**config.mk**
```make
export PLATFORM = sky130hd
export DESIGN_NAME = product_accumulator_flat
export DESIGN_NICKNAME = d
export VERILOG_FILES = /design/src/rtl/product_accumulator_if.sv /design/src/rtl/product_accumulator.sv /design/src/flat_wrapper.sv
export SDC_FILE = /design/constraint.sdc
export NUM_CORES = 1
export LEC_CHECK = 0
export CELL_PAD_IN_SITES_DETAIL_PLACEMENT = 0
export CELL_PAD_IN_SITES_GLOBAL_PLACEMENT = 2
export CORE_MARGIN = 2
export CORE_UTILIZATION = 35
export CTS_CLUSTER_DIAMETER = 80
export DETAILED_ROUTE_END_ITERATION = 8
export GPL_TIMING_DRIVEN = 1
export PLACE_DENSITY_LB_ADDON = 0.1
export SETUP_SLACK_MARGIN = 0.1
export SYNTH_ARGS = -nofsm -noshare
export SYNTH_HDL_FRONTEND = slang
export SYNTH_SLANG_ARGS = --single-unit
```
**constraint.sdc**
```tcl
create_clock -name clk -period 7.5 [get_ports clk]
set_clock_uncertainty 0.2 [all_clocks]
set_input_delay 0.75 -clock clk [delete_from_list [all_inputs] [get_ports clk]]
set_output_delay 0.75 -clock clk [all_outputs]
set_load 0.005 [all_outputs]
```
**src/rtl/product_accumulator_if.sv**
```systemverilog
// product_accumulator_if: term input and batch result handshake bundle for the accumulator
interface product_accumulator_if #(
  parameter int PROD_W = 8,
  parameter int ACC_W  = 12,
  parameter int CNT_W  = 5
);
  logic              in_valid;
  logic              in_ready;
  logic [PROD_W-1:0] prod;
  logic              in_last;
  logic              out_valid;
  logic              out_ready;
  logic [ACC_W-1:0]  acc_out;
  logic [CNT_W-1:0]  out_count;
  logic              overflow;
  modport master (
    output in_valid, prod, in_last, out_ready,
    input  in_ready, out_valid, acc_out, out_count, overflow
  );
  modport slave (
    input  in_valid, prod, in_last, out_ready,
    output in_ready, out_valid, acc_out, out_count, overflow
  );
endinterface

```
**src/rtl/product_accumulator.sv**
```systemverilog
// product_accumulator: sums a batch of multiplier products and presents total, term count and sticky overflow
module product_accumulator #(
  parameter int PROD_W    = 8,
  parameter int ACC_W     = 12,
  parameter int MAX_TERMS = 16,
  parameter int CNT_W     = 5
) (
  input logic                  clk,
  input logic                  rst,
  product_accumulator_if.slave bus
);
  typedef enum logic {ACCUM, HOLD} state_t;
  state_t           state_q, state_d;
  logic [ACC_W-1:0] acc_q, acc_d, res_acc_q, res_acc_d;
  logic [CNT_W-1:0] cnt_q, cnt_d, res_cnt_q, res_cnt_d, cnt_inc;
  logic             ovf_q, ovf_d, res_ovf_q, res_ovf_d;
  logic             accept, drain, close, ovf_next;
  logic [ACC_W:0]   sum;
  // handshake strobes are decoded from state only, so ready/valid never depend on the inputs
  assign accept   = (state_q == ACCUM) && bus.in_valid;
  assign drain    = (state_q == HOLD) && bus.out_ready;
  assign sum      = {1'b0, acc_q} + (ACC_W + 1)'(bus.prod);
  assign cnt_inc  = cnt_q + CNT_W'(1);
  assign ovf_next = ovf_q | sum[ACC_W];
  assign close    = bus.in_last || (cnt_inc == CNT_W'(MAX_TERMS));
  // next-state: accumulate on accept, latch result on batch close, clear on result drain
  always_comb begin
    state_d   = drain ? ACCUM : (accept && close) ? HOLD : state_q;
    acc_d     = drain ? '0 : accept ? sum[ACC_W-1:0] : acc_q;
    cnt_d     = drain ? '0 : accept ? cnt_inc : cnt_q;
    ovf_d     = drain ? 1'b0 : accept ? ovf_next : ovf_q;
    res_acc_d = (accept && close) ? sum[ACC_W-1:0] : res_acc_q;
    res_cnt_d = (accept && close) ? cnt_inc : res_cnt_q;
    res_ovf_d = (accept && close) ? ovf_next : res_ovf_q;
  end
  // state and datapath registers; reset discards any partial batch
  always_ff @(posedge clk or posedge rst) begin
    if (rst) begin
      state_q   <= ACCUM;
      acc_q     <= '0;
      cnt_q     <= '0;
      ovf_q     <= 1'b0;
      res_acc_q <= '0;
      res_cnt_q <= '0;
      res_ovf_q <= 1'b0;
    end else begin
      state_q   <= state_d;
      acc_q     <= acc_d;
      cnt_q     <= cnt_d;
      ovf_q     <= ovf_d;
      res_acc_q <= res_acc_d;
      res_cnt_q <= res_cnt_d;
      res_ovf_q <= res_ovf_d;
    end
  end
  assign bus.in_ready  = (state_q == ACCUM);
  assign bus.out_valid = (state_q == HOLD);
  assign bus.acc_out   = res_acc_q;
  assign bus.out_count = res_cnt_q;
  assign bus.overflow  = res_ovf_q;
endmodule

```
**src/flat_wrapper.sv**
```systemverilog
// flat-port wrapper written by rule: the top's interface ports become plain ports
module product_accumulator_flat 
#(
  parameter int PROD_W    = 8,
  parameter int ACC_W     = 12,
  parameter int MAX_TERMS = 16,
  parameter int CNT_W     = 5
)
  (clk, rst, bus_in_valid, bus_prod, bus_in_last, bus_out_ready, bus_in_ready, bus_out_valid, bus_acc_out, bus_out_count, bus_overflow);
  product_accumulator_if #(.PROD_W(PROD_W), .ACC_W(ACC_W), .CNT_W(CNT_W)) bus_i ();
  input logic clk;
  input logic rst;
  input wire logic [$bits(bus_i.in_valid)-1:0] bus_in_valid;
  input wire logic [$bits(bus_i.prod)-1:0] bus_prod;
  input wire logic [$bits(bus_i.in_last)-1:0] bus_in_last;
  input wire logic [$bits(bus_i.out_ready)-1:0] bus_out_ready;
  output wire logic [$bits(bus_i.in_ready)-1:0] bus_in_ready;
  output wire logic [$bits(bus_i.out_valid)-1:0] bus_out_valid;
  output wire logic [$bits(bus_i.acc_out)-1:0] bus_acc_out;
  output wire logic [$bits(bus_i.out_count)-1:0] bus_out_count;
  output wire logic [$bits(bus_i.overflow)-1:0] bus_overflow;
  assign bus_i.in_valid = bus_in_valid;
  assign bus_i.prod = bus_prod;
  assign bus_i.in_last = bus_in_last;
  assign bus_i.out_ready = bus_out_ready;
  assign bus_in_ready = bus_i.in_ready;
  assign bus_out_valid = bus_i.out_valid;
  assign bus_acc_out = bus_i.acc_out;
  assign bus_out_count = bus_i.out_count;
  assign bus_overflow = bus_i.overflow;
  product_accumulator #(.PROD_W(PROD_W), .ACC_W(ACC_W), .MAX_TERMS(MAX_TERMS), .CNT_W(CNT_W)) u_core (.clk(clk), .rst(rst), .bus(bus_i));
endmodule
```
* Word-level counts from Yosys, hierarchy flattened *
Cells that the tools add are included.

storage, ports and cells
  register bits after elaboration = 37
  input bits = 13
  output and inout bits = 20
  logic and storage cells = 26

cells by class
  add/subtract/negate cells = 2
  equal/unequal tests = 1
  mux-type cells = 8
  bitwise operators = 2
  reductions and logical operators = 6

operators by type and width
  cell                                                           number
  12-bit 2-to-1 mux                                              2
  12-bit by 8-bit adder with 13-bit output                       1
  5-bit 2-to-1 mux                                               2
  5-bit by 1-bit adder with 5-bit output, second input constant  1
  5-bit == test, second input constant                           1
  1-bit 2-to-1 mux                                               4
  2-bit nonzero test                                             2
  1-bit logical AND                                              3
  1-bit logical OR                                               1
  1-bit NOT                                                      1
  1-bit OR                                                       1

* Depth between registers and ports, before layout *
  depth in word-level cells = 6
  mapped depth = 7
  depth with buffers taken out = 7

* Worst setup path after synthesis *
OpenSTA, ideal clock, no wires.

  path type = input-to-reg
  start point = input bus_prod[0]
  end point = register u_core.res_ovf_q (netlist: u_core.bus.overflow)
  library setup time = 0.125 ns
  arrival = 2.481 ns
  required time = 7.175 ns
  slack = 4.694 ns
  stages = 7
  path buffers = 0
  path through = ha_1 -> fa_1 -> a211oi_1 -> o21ai_0 -> a31oi_1 -> o21bai_1 -> mux2_2

on the way
  word-level cells in the longest chain between the ends = 2

RTL lines
  item                                      RTL line                   source
  start: declaration                        flat_wrapper.sv:14         input wire logic [$bits(bus_i.prod)-1:0] bus_prod;
  12-bit by 8-bit adder with 13-bit output  product_accumulator.sv:22  assign sum = {1'b0, acc_q} + (ACC_W + 1)'(bus.prod);
  1-bit OR                                  product_accumulator.sv:24  assign ovf_next = ovf_q | sum[ACC_W];
  end signal: assignment                    product_accumulator.sv:53  res_ovf_q <= res_ovf_d;
  end: declaration                          product_accumulator.sv:16  logic ovf_q, ovf_d, res_ovf_q, res_ovf_d;

No other way between the ends.
A chain may end at the register's enable or synchronous reset.

* Worst setup path after layout *
Ends and elaborated chain as after synthesis.

==> results.toml <==
[setup_path]
reg2reg_from = "u_core.acc_q[0]"
cp.required_ns = 7.47
cp-start-kind = "input pin"
endpoint_kind = "flip-flop"
critical_path_class = "input pin to flip-flop"
r2r-end = "u_core.bus.overflow"
rrSetupSlack_ns = 4.80
reg2reg_depth = 7
crit_fanout = 5
arrival_ns = 3.16

[floorplanning]
dieArea_sq_um = 6320
start_util_pct = 36.2
coreArea_sq_um = 5510
rows = 27
io_pins = 33
die_h_um = 79.5
die_w_um = 79.5

[global_route]
track_usage_pct = 14.9
antenna_found_initial = 0
grt-ovfl-total = 0
first_global_vias = 1444
grt_pass1_wl_um = 7180
grt_max_degree = 38

[detailed_routing]
vias_per_cell = 5.23
antenna_left = 0
drt_first_pass_iters = 4
num_vias = 1443
avgRoutedWirePerCell_um = 15.5
remaining_drc_errors = 0
drt_iter0_markers = 88
drt-total-wl_um = 4290

[pwr]
irDropWorstVdd_mv = 0.162
power.density_nw_per_um2 = 340
p_leak_nw = 1.10

[cells_and_area]
final_area_sq_um = 2480
nets = 227
fillers = 514
area_delta_synth_final_pct = 24.3
antenna_cells = 0
ff_latch_area_sq_um = 926
layout.cells.non_filler = 276
final_cell_mix = "37 x dfrtp_1, 32 x clkdlybuf4s50_1, 11 x o21ai_0"
layout_commonest_cell = "dfrtp_1"
drive_gt1_share_pct = 15.2
multiInputGateArea_sq_um = 1000

[worst_hold_path]
hold_class = "flip-flop to flip-flop"
min_path_cells = 2
worstHoldStart = "u_core.acc_q[7]"
worstHoldEndpoint = "u_core.acc_q[7]"

[placed_design]
portBuffers = 32
dp_hpwl_um = 3120
place_area_sq_um = 2380
place_congestion = 0.842
place_ws_ns = 3.99
dp.cells = 268

[synthesis]
yosys_warnings = 0
synth_enable_flop_cells = 0
synth_ff_type = "dfrtp_1"
synth_cell_types = 40
netlist_instances = 169
synth_top_area_cell = "dfrtp_1"
syn_nets = 193
syn_avg_cell_area_sq_um = 11.8
async_flop_share_pct = 100
ys_ff_latch = 37
netlist_top_cells_area = "dfrtp_1 46%, ha_1 6.3%, mux2_4 6.0%"
seq_area_frac_synth_pct = 46.4
netlist_area_sq_um = 1990
synth.top_cell.area_share_pct = 46.4

[timing]
drv_slew = 0
setup_viol_count_final = 0
fmax_mhz = 313
layout_setup_ws_ns = 4.31
rsz0062_at_grt = "false"
slew_headroom_pct = 33.1
hold_viol = 0
worstMarginPinSlew_ns = 1.00
finalCritPeriodShare_pct = 42.6
finalSetupTns_ns = 0
period_needed_ns = 3.19

[cts]
cts.path.max_buffers = 2
cts_tree = "built"
cts_buffers = 5
clk_pin_slew_worst_paths_ns = 0.08
cts.repair.resized = 0
root_buffer = "clkbuf_8"
cts_sinks = 37
clkLatencyLatePin_ns = 0.29
postCtsSetupRepairBufs = 0
cts.htree.levels = 2
hold_buffers = 0

[run]
cap_violations = 0

[run_status]
status = "completed"
==> cells in the mapped netlist (2+ instances only) <==
cell type and instances:
mux2_4 8, a21o_1 4, inv_1 7, nor2_1 2, clkbuf_1 5, nand2_1 6
mux2i_1 2, nor2b_1 2, o31ai_1 3, nand3_1 3, xnor2_1 7, xor2_1 5
nand4_1 2, mux2_2 8, dfrtp_1 37, a21oi_1 8, nor3_1 2, o211ai_1 2
ha_1 10, or3_1 2, a31oi_1 3, a22o_1 9, o21ai_0 11, a211oi_1 5
==> worst max-delay path, cell delays in order <==
cell and delay [ns]:
clkdlybuf4s50_1 0.40, ha_1 0.24, fa_1 0.43, a211oi_1 0.33
o21ai_0 0.18, a31oi_1 0.42, o21bai_1 0.14, mux2_2 0.27
==> cell type report <==
class | count | area share (%)
Clock buffer | 7 | 3.89
Clock inverter | 1 | 0.202
Inverter | 7 | 1.06
Multi-Input combinational cell | 118 | 40.3
Sequential cell | 37 | 37.4
Tap cell | 72 | 3.63
Timing Repair Buffer | 34 | 13.5
==> logic make-up after synthesis <==
kind of cell    after synthesis  share of synthesized area [%]
buf+inv                      14                           3.45
fa+ha+maj                    11                           7.28
xor+xnor                     13                           6.09
compound gates               53                           18.9
flops                        37                           46.4
mux                          18                           11.5
simple gates                 23                           6.34
==> report_power, final <==
group | switching (W) | leakage [nW] | internal, W
registers | 0.0000583 | 0.474 | 0.000267
logic | 0.000161 | 0.570 | 0.000204
clock network | 0.0000701 | 0.0542 | 0.0000830
==> state kept, by name (all words and copies together), names as in the netlist <==
name	cells
u_core.acc_q	12
u_core.bus.acc_out	12
u_core.bus.out_count	5
u_core.cnt_q	5
u_core.bus.out_valid	1
u_core.bus.overflow	1
u_core.ovf_q	1
==> per-stage QoR <==
stage	hold WS, ns	power, W	util, %
after floorplan	0.254	0.000552	-
after global placement	0.289	0.000696	43.2
after detailed placement	0.292	0.000697	43.2
after CTS	0.310	0.000854	45.0
after global routing	0.328	0.000907	45.0
final	0.303	0.000844	45.0
==> worst max path at each step <==
stage	from	end	slack, ns	cells past startpoint
finish	bus_prod[0]	u_core.bus.overflow	4.31	8
CTS	bus_prod[0]	u_core.bus.overflow	4.30	8
floorplan	bus_prod[0]	u_core.bus.overflow	4.69	7
global route	bus_prod[0]	u_core.bus.acc_out[8]	4.11	8
global placement	bus_prod[0]	u_core.bus.overflow	4.09	8
detailed placement	bus_prod[0]	u_core.bus.overflow	3.99	8
==> routing by layer <==
layer | track usage (%) | up-vias | share of wire [%]
met4 | 6.90 | 0 | 2.6
met5 | 0 | - | 0
met2 | 22.9 | 27 | 46
met1 | 19.6 | 711 | 48
li1 | - | 693 | -
met3 | 3.73 | 12 | 3.4
(Power assumes the default switching activity.)
